[src/rtl/array_feeder_pkg.sv]
// Shared types and constants for the host-side feeder of the 3x3 PE array.
package array_feeder_pkg;

  // Top-level phases: buffer a frame, replay it onto the array, gather results.
  typedef enum logic [1:0] {
    LOAD    = 2'd0,
    SEND    = 2'd1,
    COLLECT = 2'd2
  } feeder_state_t;

  // Header byte placed on readA in the first replay cycle.
  localparam logic [7:0] HDR = 8'hA5;

  // Number of filter taps that lead every frame.
  localparam int FILT_LEN = 9;

  // Bytes in one frame: the filter followed by the square ifmap.
  function automatic int frame_len(input int ifmap_w);
    return FILT_LEN + ifmap_w * ifmap_w;
  endfunction

endpackage

[src/rtl/result_fifo.sv]
// Small result FIFO. A push while full is still taken when a pop happens in
// the same cycle, since the head slot is vacated on that edge.
module result_fifo
  import array_feeder_pkg::*;
#(
  parameter int DEPTH = 4,
  parameter int WIDTH = 8
) (
  input  logic             clk,
  input  logic             rst_i,
  input  logic             push_i,
  input  logic [WIDTH-1:0] data_i,
  input  logic             pop_i,
  output logic [WIDTH-1:0] data_o,
  output logic             full_o,
  output logic             empty_o
);

  localparam int PTR_W = $clog2(DEPTH);

  logic [WIDTH-1:0] mem_q [DEPTH];
  logic [PTR_W-1:0] wr_ptr_q, wr_ptr_d;
  logic [PTR_W-1:0] rd_ptr_q, rd_ptr_d;
  logic [PTR_W:0]   count_q, count_d;
  logic             do_push;
  logic             do_pop;

  assign empty_o = (count_q == '0);
  assign full_o  = (count_q == (PTR_W + 1)'(DEPTH));
  assign do_pop  = pop_i & ~empty_o;
  assign do_push = push_i & (~full_o | do_pop);
  // Head is forced to zero while empty so stale storage never leaks out.
  assign data_o  = empty_o ? '0 : mem_q[rd_ptr_q];

  // Pointer and occupancy next-state; pointers wrap naturally (power of two).
  always_comb begin
    // NOTE: every combinational output gets a default first so no latch is inferred.
    wr_ptr_d = wr_ptr_q + PTR_W'(do_push);
    rd_ptr_d = rd_ptr_q + PTR_W'(do_pop);
    count_d  = count_q;
    unique case ({do_push, do_pop})
      2'b10:   count_d = count_q + (PTR_W + 1)'(1);
      2'b01:   count_d = count_q - (PTR_W + 1)'(1);
      default: count_d = count_q;
    endcase
  end

  // Control registers with synchronous reset.
  always_ff @(posedge clk) begin
    // NOTE: sequential state uses non-blocking assignments only, so every register sees pre-edge values.
    if (rst_i) begin
      wr_ptr_q <= '0;
      rd_ptr_q <= '0;
      count_q  <= '0;
    end else begin
      wr_ptr_q <= wr_ptr_d;
      rd_ptr_q <= rd_ptr_d;
      count_q  <= count_d;
    end
  end

  // Storage write port.
  always_ff @(posedge clk) begin
    // NOTE: storage is deliberately not reset; occupancy tracking and the empty mask make its contents irrelevant.
    if (do_push) begin
      mem_q[wr_ptr_q] <= data_i;
    end
  end

endmodule

[src/rtl/array_feeder.sv]
// Host-side feeder: buffers one frame from a byte stream, replays it
// gap-free onto the array buses, then captures the array's results into
// a small FIFO for the downstream consumer.
module array_feeder
  import array_feeder_pkg::*;
#(
  parameter int IFMAP_W    = 5,
  parameter int RESULT_LAT = 4,
  parameter int FIFO_DEPTH = 4
) (
  input  logic       clk,
  input  logic       RST,
  input  logic [7:0] in_data,
  input  logic       in_valid,
  output logic       in_ready,
  output logic [7:0] readA,
  output logic [7:0] readB,
  input  logic [7:0] write,
  output logic [7:0] res_data,
  output logic       res_valid,
  input  logic       res_ready,
  output logic       busy,
  output logic       ovf
);

  localparam int FRAME_LEN = frame_len(IFMAP_W);
  localparam int OUT_W     = IFMAP_W - 2;
  localparam int COLL_LEN  = RESULT_LAT + OUT_W * OUT_W;
  localparam int CNT_W     = $clog2(FRAME_LEN + 1);
  localparam int COLL_W    = $clog2(COLL_LEN);

  localparam logic [CNT_W-1:0]  LAST_IDX     = CNT_W'(FRAME_LEN - 1);
  localparam logic [CNT_W-1:0]  LAST_BEAT    = CNT_W'(FRAME_LEN);
  localparam logic [CNT_W-1:0]  FIRST_IFMAP  = CNT_W'(FILT_LEN + 1);
  localparam logic [COLL_W-1:0] LAST_COLL    = COLL_W'(COLL_LEN - 1);
  localparam logic [COLL_W-1:0] FIRST_SAMPLE = COLL_W'(RESULT_LAT);

  feeder_state_t     state_q, state_d;
  logic [CNT_W-1:0]  idx_q, idx_d;
  logic [CNT_W-1:0]  beat_q, beat_d;
  logic [COLL_W-1:0] coll_q, coll_d;
  logic [CNT_W-1:0]  rd_sel;
  logic [7:0]        read_a_q, read_a_d;
  logic [7:0]        read_b_q, read_b_d;
  logic              busy_q, busy_d;
  logic              ovf_q;
  logic [7:0]        frame_q [FRAME_LEN];

  logic              load_accept;
  logic              col_push;
  logic              fifo_pop;
  logic              fifo_full;
  logic              fifo_empty;
  logic              ovf_set;

  assign in_ready    = (state_q == LOAD);
  assign load_accept = in_valid & in_ready;
  assign res_valid   = ~fifo_empty;
  assign fifo_pop    = res_valid & res_ready;
  // A sample is lost only when the FIFO is full and nothing leaves this cycle.
  assign ovf_set     = col_push & fifo_full & ~fifo_pop;

  assign readA = read_a_q;
  assign readB = read_b_q;
  assign busy  = busy_q;
  assign ovf   = ovf_q;

  // FSM next-state: advance idx while loading, beat while sending, c while collecting.
  always_comb begin
    state_d  = state_q;
    idx_d    = idx_q;
    beat_d   = beat_q;
    coll_d   = coll_q;
    col_push = 1'b0;
    unique case (state_q)
      LOAD: begin
        if (in_valid) begin
          if (idx_q == LAST_IDX) begin
            state_d = SEND;
            idx_d   = '0;
            beat_d  = '0;
          end else begin
            idx_d = idx_q + CNT_W'(1);
          end
        end
      end
      SEND: begin
        if (beat_q == LAST_BEAT) begin
          state_d = COLLECT;
          coll_d  = '0;
        end else begin
          beat_d = beat_q + CNT_W'(1);
        end
      end
      COLLECT: begin
        col_push = (coll_q >= FIRST_SAMPLE);
        if (coll_q == LAST_COLL) begin
          state_d = LOAD;
          idx_d   = '0;
        end else begin
          coll_d = coll_q + COLL_W'(1);
        end
      end
      default: begin
        state_d = LOAD;
        idx_d   = '0;
      end
    endcase
  end

  // Bus values for the coming cycle, decoded from next state and beat so the
  // array sees beat b during SEND cycle b. Filter and ifmap share one buffer,
  // so beat b (b >= 1) always reads buffer entry b-1.
  always_comb begin
    rd_sel   = (beat_d == '0) ? '0 : beat_d - CNT_W'(1);
    read_a_d = '0;
    read_b_d = '0;
    if (state_d == SEND) begin
      if (beat_d == '0) begin
        read_a_d = HDR;
      end else if (beat_d < FIRST_IFMAP) begin
        read_b_d = frame_q[rd_sel];
      end else begin
        read_a_d = frame_q[rd_sel];
      end
    end
    busy_d = (state_d != LOAD);
  end

  // State, counters and registered outputs.
  always_ff @(posedge clk) begin
    if (RST) begin
      state_q  <= LOAD;
      idx_q    <= '0;
      beat_q   <= '0;
      coll_q   <= '0;
      read_a_q <= '0;
      read_b_q <= '0;
      busy_q   <= 1'b0;
      ovf_q    <= 1'b0;
    end else begin
      state_q  <= state_d;
      idx_q    <= idx_d;
      beat_q   <= beat_d;
      coll_q   <= coll_d;
      read_a_q <= read_a_d;
      read_b_q <= read_b_d;
      busy_q   <= busy_d;
      if (ovf_set) begin
        ovf_q <= 1'b1;
      end
    end
  end

  // Frame buffer: each accepted byte lands at the current load index.
  always_ff @(posedge clk) begin
    if (load_accept) begin
      frame_q[idx_q] <= in_data;
    end
  end

  result_fifo #(
    .DEPTH (FIFO_DEPTH),
    .WIDTH (8)
  ) u_result_fifo (
    .clk     (clk),
    .rst_i   (RST),
    .push_i  (col_push),
    .data_i  (write),
    .pop_i   (fifo_pop),
    .data_o  (res_data),
    .full_o  (fifo_full),
    .empty_o (fifo_empty)
  );

endmodule

[config.mk]
export PLATFORM = sky130hd
export DESIGN_NAME = array_feeder
export DESIGN_NICKNAME = d
export VERILOG_FILES = /design/src/rtl/array_feeder_pkg.sv /design/src/rtl/result_fifo.sv /design/src/rtl/array_feeder.sv
export SDC_FILE = /design/constraint.sdc
export NUM_CORES = 1
export LEC_CHECK = 0
export BUFFER_PORTS_ARGS = -buffer_cell sky130_fd_sc_hd__buf_2
export CORE_ASPECT_RATIO = 0.6
export CORE_MARGIN = 5
export CORE_UTILIZATION = 50
export CTS_CLUSTER_SIZE = 14
export DETAILED_ROUTE_END_ITERATION = 12
export PLACE_DENSITY_LB_ADDON = 0.08
export REMOVE_ABC_BUFFERS = 1
export SETUP_SLACK_MARGIN = 0.1
export SYNTH_ARGS = -nofsm -noshare
export SYNTH_HDL_FRONTEND = slang
export SYNTH_SLANG_ARGS = --single-unit
[constraint.sdc]
create_clock -name clk -period 4.68 [get_ports clk]
set_input_delay 0.234 -clock clk [delete_from_list [all_inputs] [get_ports clk]]
set_output_delay 0.234 -clock clk [all_outputs]
set_load 0.05 [all_outputs]
==> impl_metrics.env <==
export IMPL_grt_pass1_vias=9047
export IMPL_clock_fmax_mhz=233
export IMPL_cts_buffers=31
export IMPL_cts_sink_count=347
export IMPL_fin_crit_ns=4.28
export IMPL_synth_seq_cells=347
export IMPL_netlist_area_mm2=0.0148
export IMPL_avgViaCountPerCell=6.17
export IMPL_hold_violations=0
export IMPL_grt_use_total_pct=25.0
export IMPL_hold_path_class="primary input to flop"
export IMPL_io_buffer_count=47
export IMPL_status="finished, final reports clean"
export IMPL_num_io_pins=48
export IMPL_routed_wl_um=41500
export IMPL_die_h_um=143
export IMPL_die_area_mm2=0.0333
export IMPL_synth_edf_count=304
export IMPL_synthArstFlopShare_pct=0
export IMPL_htreeDepth=1
export IMPL_drive_gt1_share_pct=14.3
export IMPL_regArea_mm2=0.00999
export IMPL_nFillCells=2373
export IMPL_yosysTopAreaCell="edfxtp_1"
export IMPL_antenna_found_initial=0
export IMPL_setup_viol=0
export IMPL_multi_input_area_mm2=0.00446
export IMPL_worstPathRequired_ns=5.15
export IMPL_holdWs_ns=0.0371
export IMPL_rr_worst_depth=14
export IMPL_crit_path_end_kind="flop"
export IMPL_drt_pass1_iter_count=5
export IMPL_period_share_pct=91.5
export IMPL_yosysSeqAreaShare_pct=67.5
export IMPL_grt_pass1_wl_um=61400
export IMPL_drcViolationCount=0
export IMPL_p_leak_nw=5.50
export IMPL_fin_nets=1175
export IMPL_crit_type="flop to flop"
export IMPL_reg2reg_slack_ns=0.40
export IMPL_ant_nets=0
export IMPL_ys_types=81
export IMPL_drt_iter0_drc=1269
export IMPL_worstSkewPairLatency_ns=0.60
export IMPL_place_gp_congestion=0.874
export IMPL_grt_max_degree=106
export IMPL_routedWlPerCell_um=26.4
export IMPL_maxSlewViolCount=0
export IMPL_syn_inst=1103
export IMPL_arrival_ns=4.76
export IMPL_min_from="res_ready"
export IMPL_synth_ff_type="edfxtp_1"
export IMPL_hold_depth=4
export IMPL_rsz0062_at_grt="yes"
export IMPL_die_width_um=232
export IMPL_r2r_end="readA[0]"
export IMPL_cts_clk_slew_worst_paths_ns=0.07
export IMPL_cts_tree="yes"
export IMPL_clock_path_buffers=3
export IMPL_place_hpwl_um=26700
export IMPL_grt_overflow=0
export IMPL_path_max_fanout=10
export IMPL_cts_setup_buffers=0
export IMPL_maxCapViolations=0
export IMPL_synth_area_leaders="edfxtp_1 (62%), dfxtp_1 (5.8%), nor2_1 (3.1%), nand2_1 (2.4%), mux4_2 (1.8%)"
export IMPL_whs_endpoint="u_result_fifo.count_q[2]"
export IMPL_pre_cts_slack_ns=0.450
export IMPL_synth_avg_cell_area_um2=13.4
export IMPL_finClkSkew_ns=0.00957
export IMPL_peakVddDrop_mv=0.288
export IMPL_power_density_mw_per_mm2=383
export IMPL_core_mm2=0.0289
export IMPL_place_area_mm2=0.0155
export IMPL_rows=48
export IMPL_ys_warn_count=0
export IMPL_cts_root_buffer="clkbuf_16"
export IMPL_netlist_area_leader_share_pct=61.7
export IMPL_final_cell_area_mm2=0.0165
export IMPL_cp_start_kind="flop"
export IMPL_vias=9674
export IMPL_stdcell_count=1569
export IMPL_tightest_slew_ns=1.22
export IMPL_worst_slack_ns=0.397
export IMPL_antenna_cells=0
export IMPL_syn2layout_area_growth_pct=11.3
export IMPL_slew_headroom_pct=18.7
export IMPL_worstReg2RegStart="idx_q[1]"
export IMPL_initial_core_util_pct=51.1
export IMPL_postLayoutCoreUtil_pct=56.9
export IMPL_placed_cells=1503
## metal layers
layer	global-route usage [%]	vias up	part of all wire (%)
met5	0	-	0
met1	40.6	4765	48
li1	-	4341	-
met4	4.91	0	2.3
met3	9.10	76	13
met2	31.8	492	38
## per-stage QoR
stage | power (W) | setup TNS (ns)
6_report | 0.00630 | 0
5_1_grt | 0.00650 | 0
3_5_place_dp | 0.00396 | 0
3_3_place_gp | 0.00395 | 0
2_1_floorplan | 0.00380 | -30.01
4_1_cts | 0.00632 | 0
## critical path, stage by stage, from the launching register on
cell       delay [ns]
dfxtp_1          0.38
inv_1            0.12
ha_1             0.16
nand4bb_1        0.36
o211ai_1         0.31
o211a_1          0.31
ha_1             0.28
o41a_1           0.19
nand3_1          0.19
nor4_4           0.33
o21a_1           0.56
a211oi_2         0.22
o31a_1           0.22
o41ai_1          0.42
nor2_1           0.10
## timing repair
action,CTS,global route
hold buffers,8,0
endpoints found under the hold margin,32,0
resized for setup,0,2
setup endpoints to repair,0,4
## cells in the mapped netlist (all sizes together), types with 5 or more instances
cell type  instances
edfxtp           304
nor2             123
nand2             94
dfxtp             43
nor3              41
a21oi             38
buf               35
clkbuf            33
o21ai             27
mux2i             25
nand3             25
inv               24
o31ai             20
a211oi            19
mux2              18
nor4              18
o211ai            16
mux4              14
or3               14
and2              13
ha                10
nand2b            10
a221o              9
a31oi              9
nand4              8
and3               7
nor2b              7
o221ai             7
a221oi             6
a32oi              6
xor2               6
a311oi             5
o22ai              5
o311ai             5
## final cells by class
cell class	instances	area share [%]
clock buffer	47	5.19
clock inverter	11	0.425
inverter	24	0.547
multi-input combinational	664	27.1
sequential	347	60.6
tap	400	3.04
timing repair buffer	76	3.10
## placed cells by master (no fill, tap or decap), drive strengths merged, types with 9 or more instances in the layout
cell,instances
a211oi,19
a21oi,38
a221o,9
a31oi,9
and2,13
buf,68
clkbuf,47
clkinv,9
dfxtp,43
edfxtp,304
ha,10
inv,26
mux2,18
mux2i,25
mux4,14
nand2,94
nand2b,10
nand3,25
nor2,123
nor3,41
nor4,18
o211ai,16
o21ai,27
o31ai,20
or3,14
## state kept, by name (all words and copies together) (netlist names), 3 cells and up
name and flops:
u_result_fifo.mem_q 32, idx_q 6, coll_q 4, readB 8
frame_q 272, beat_q 6, readA 8, u_result_fifo.count_q 3
## report_power, final
| part | switching [W] | internal (W) |
|---|---|---|
| combinational | 0.000326 | 0.000138 |
| sequential | 0.0000406 | 0.00339 |
| clock | 0.00114 | 0.00127 |
## cells by family after synthesis
group	count (synthesis)	synth area share, %
and+or+nand+nor	376	12.4
DFF	347	67.5
AOI/OAI and AO/OA	210	10.6
buffers and inverters	92	2.75
muxes	57	5.24
adders and majority gates	11	0.981
xor gates and xnor gates	10	0.592
## how the worst max path moves through the flow
stage | start | to | slack [ns]
floorplan | idx_q[1] | readB[3] | -2.17
global placement | idx_q[1] | readB[0] | 0.53
detailed placement | idx_q[0] | readB[0] | 0.45
CTS | idx_q[1] | readB[0] | 0.45
global route | idx_q[1] | readB[3] | 0.07
finish | idx_q[1] | readA[0] | 0.40
Note: power is estimated with default switching activity, not from simulation.
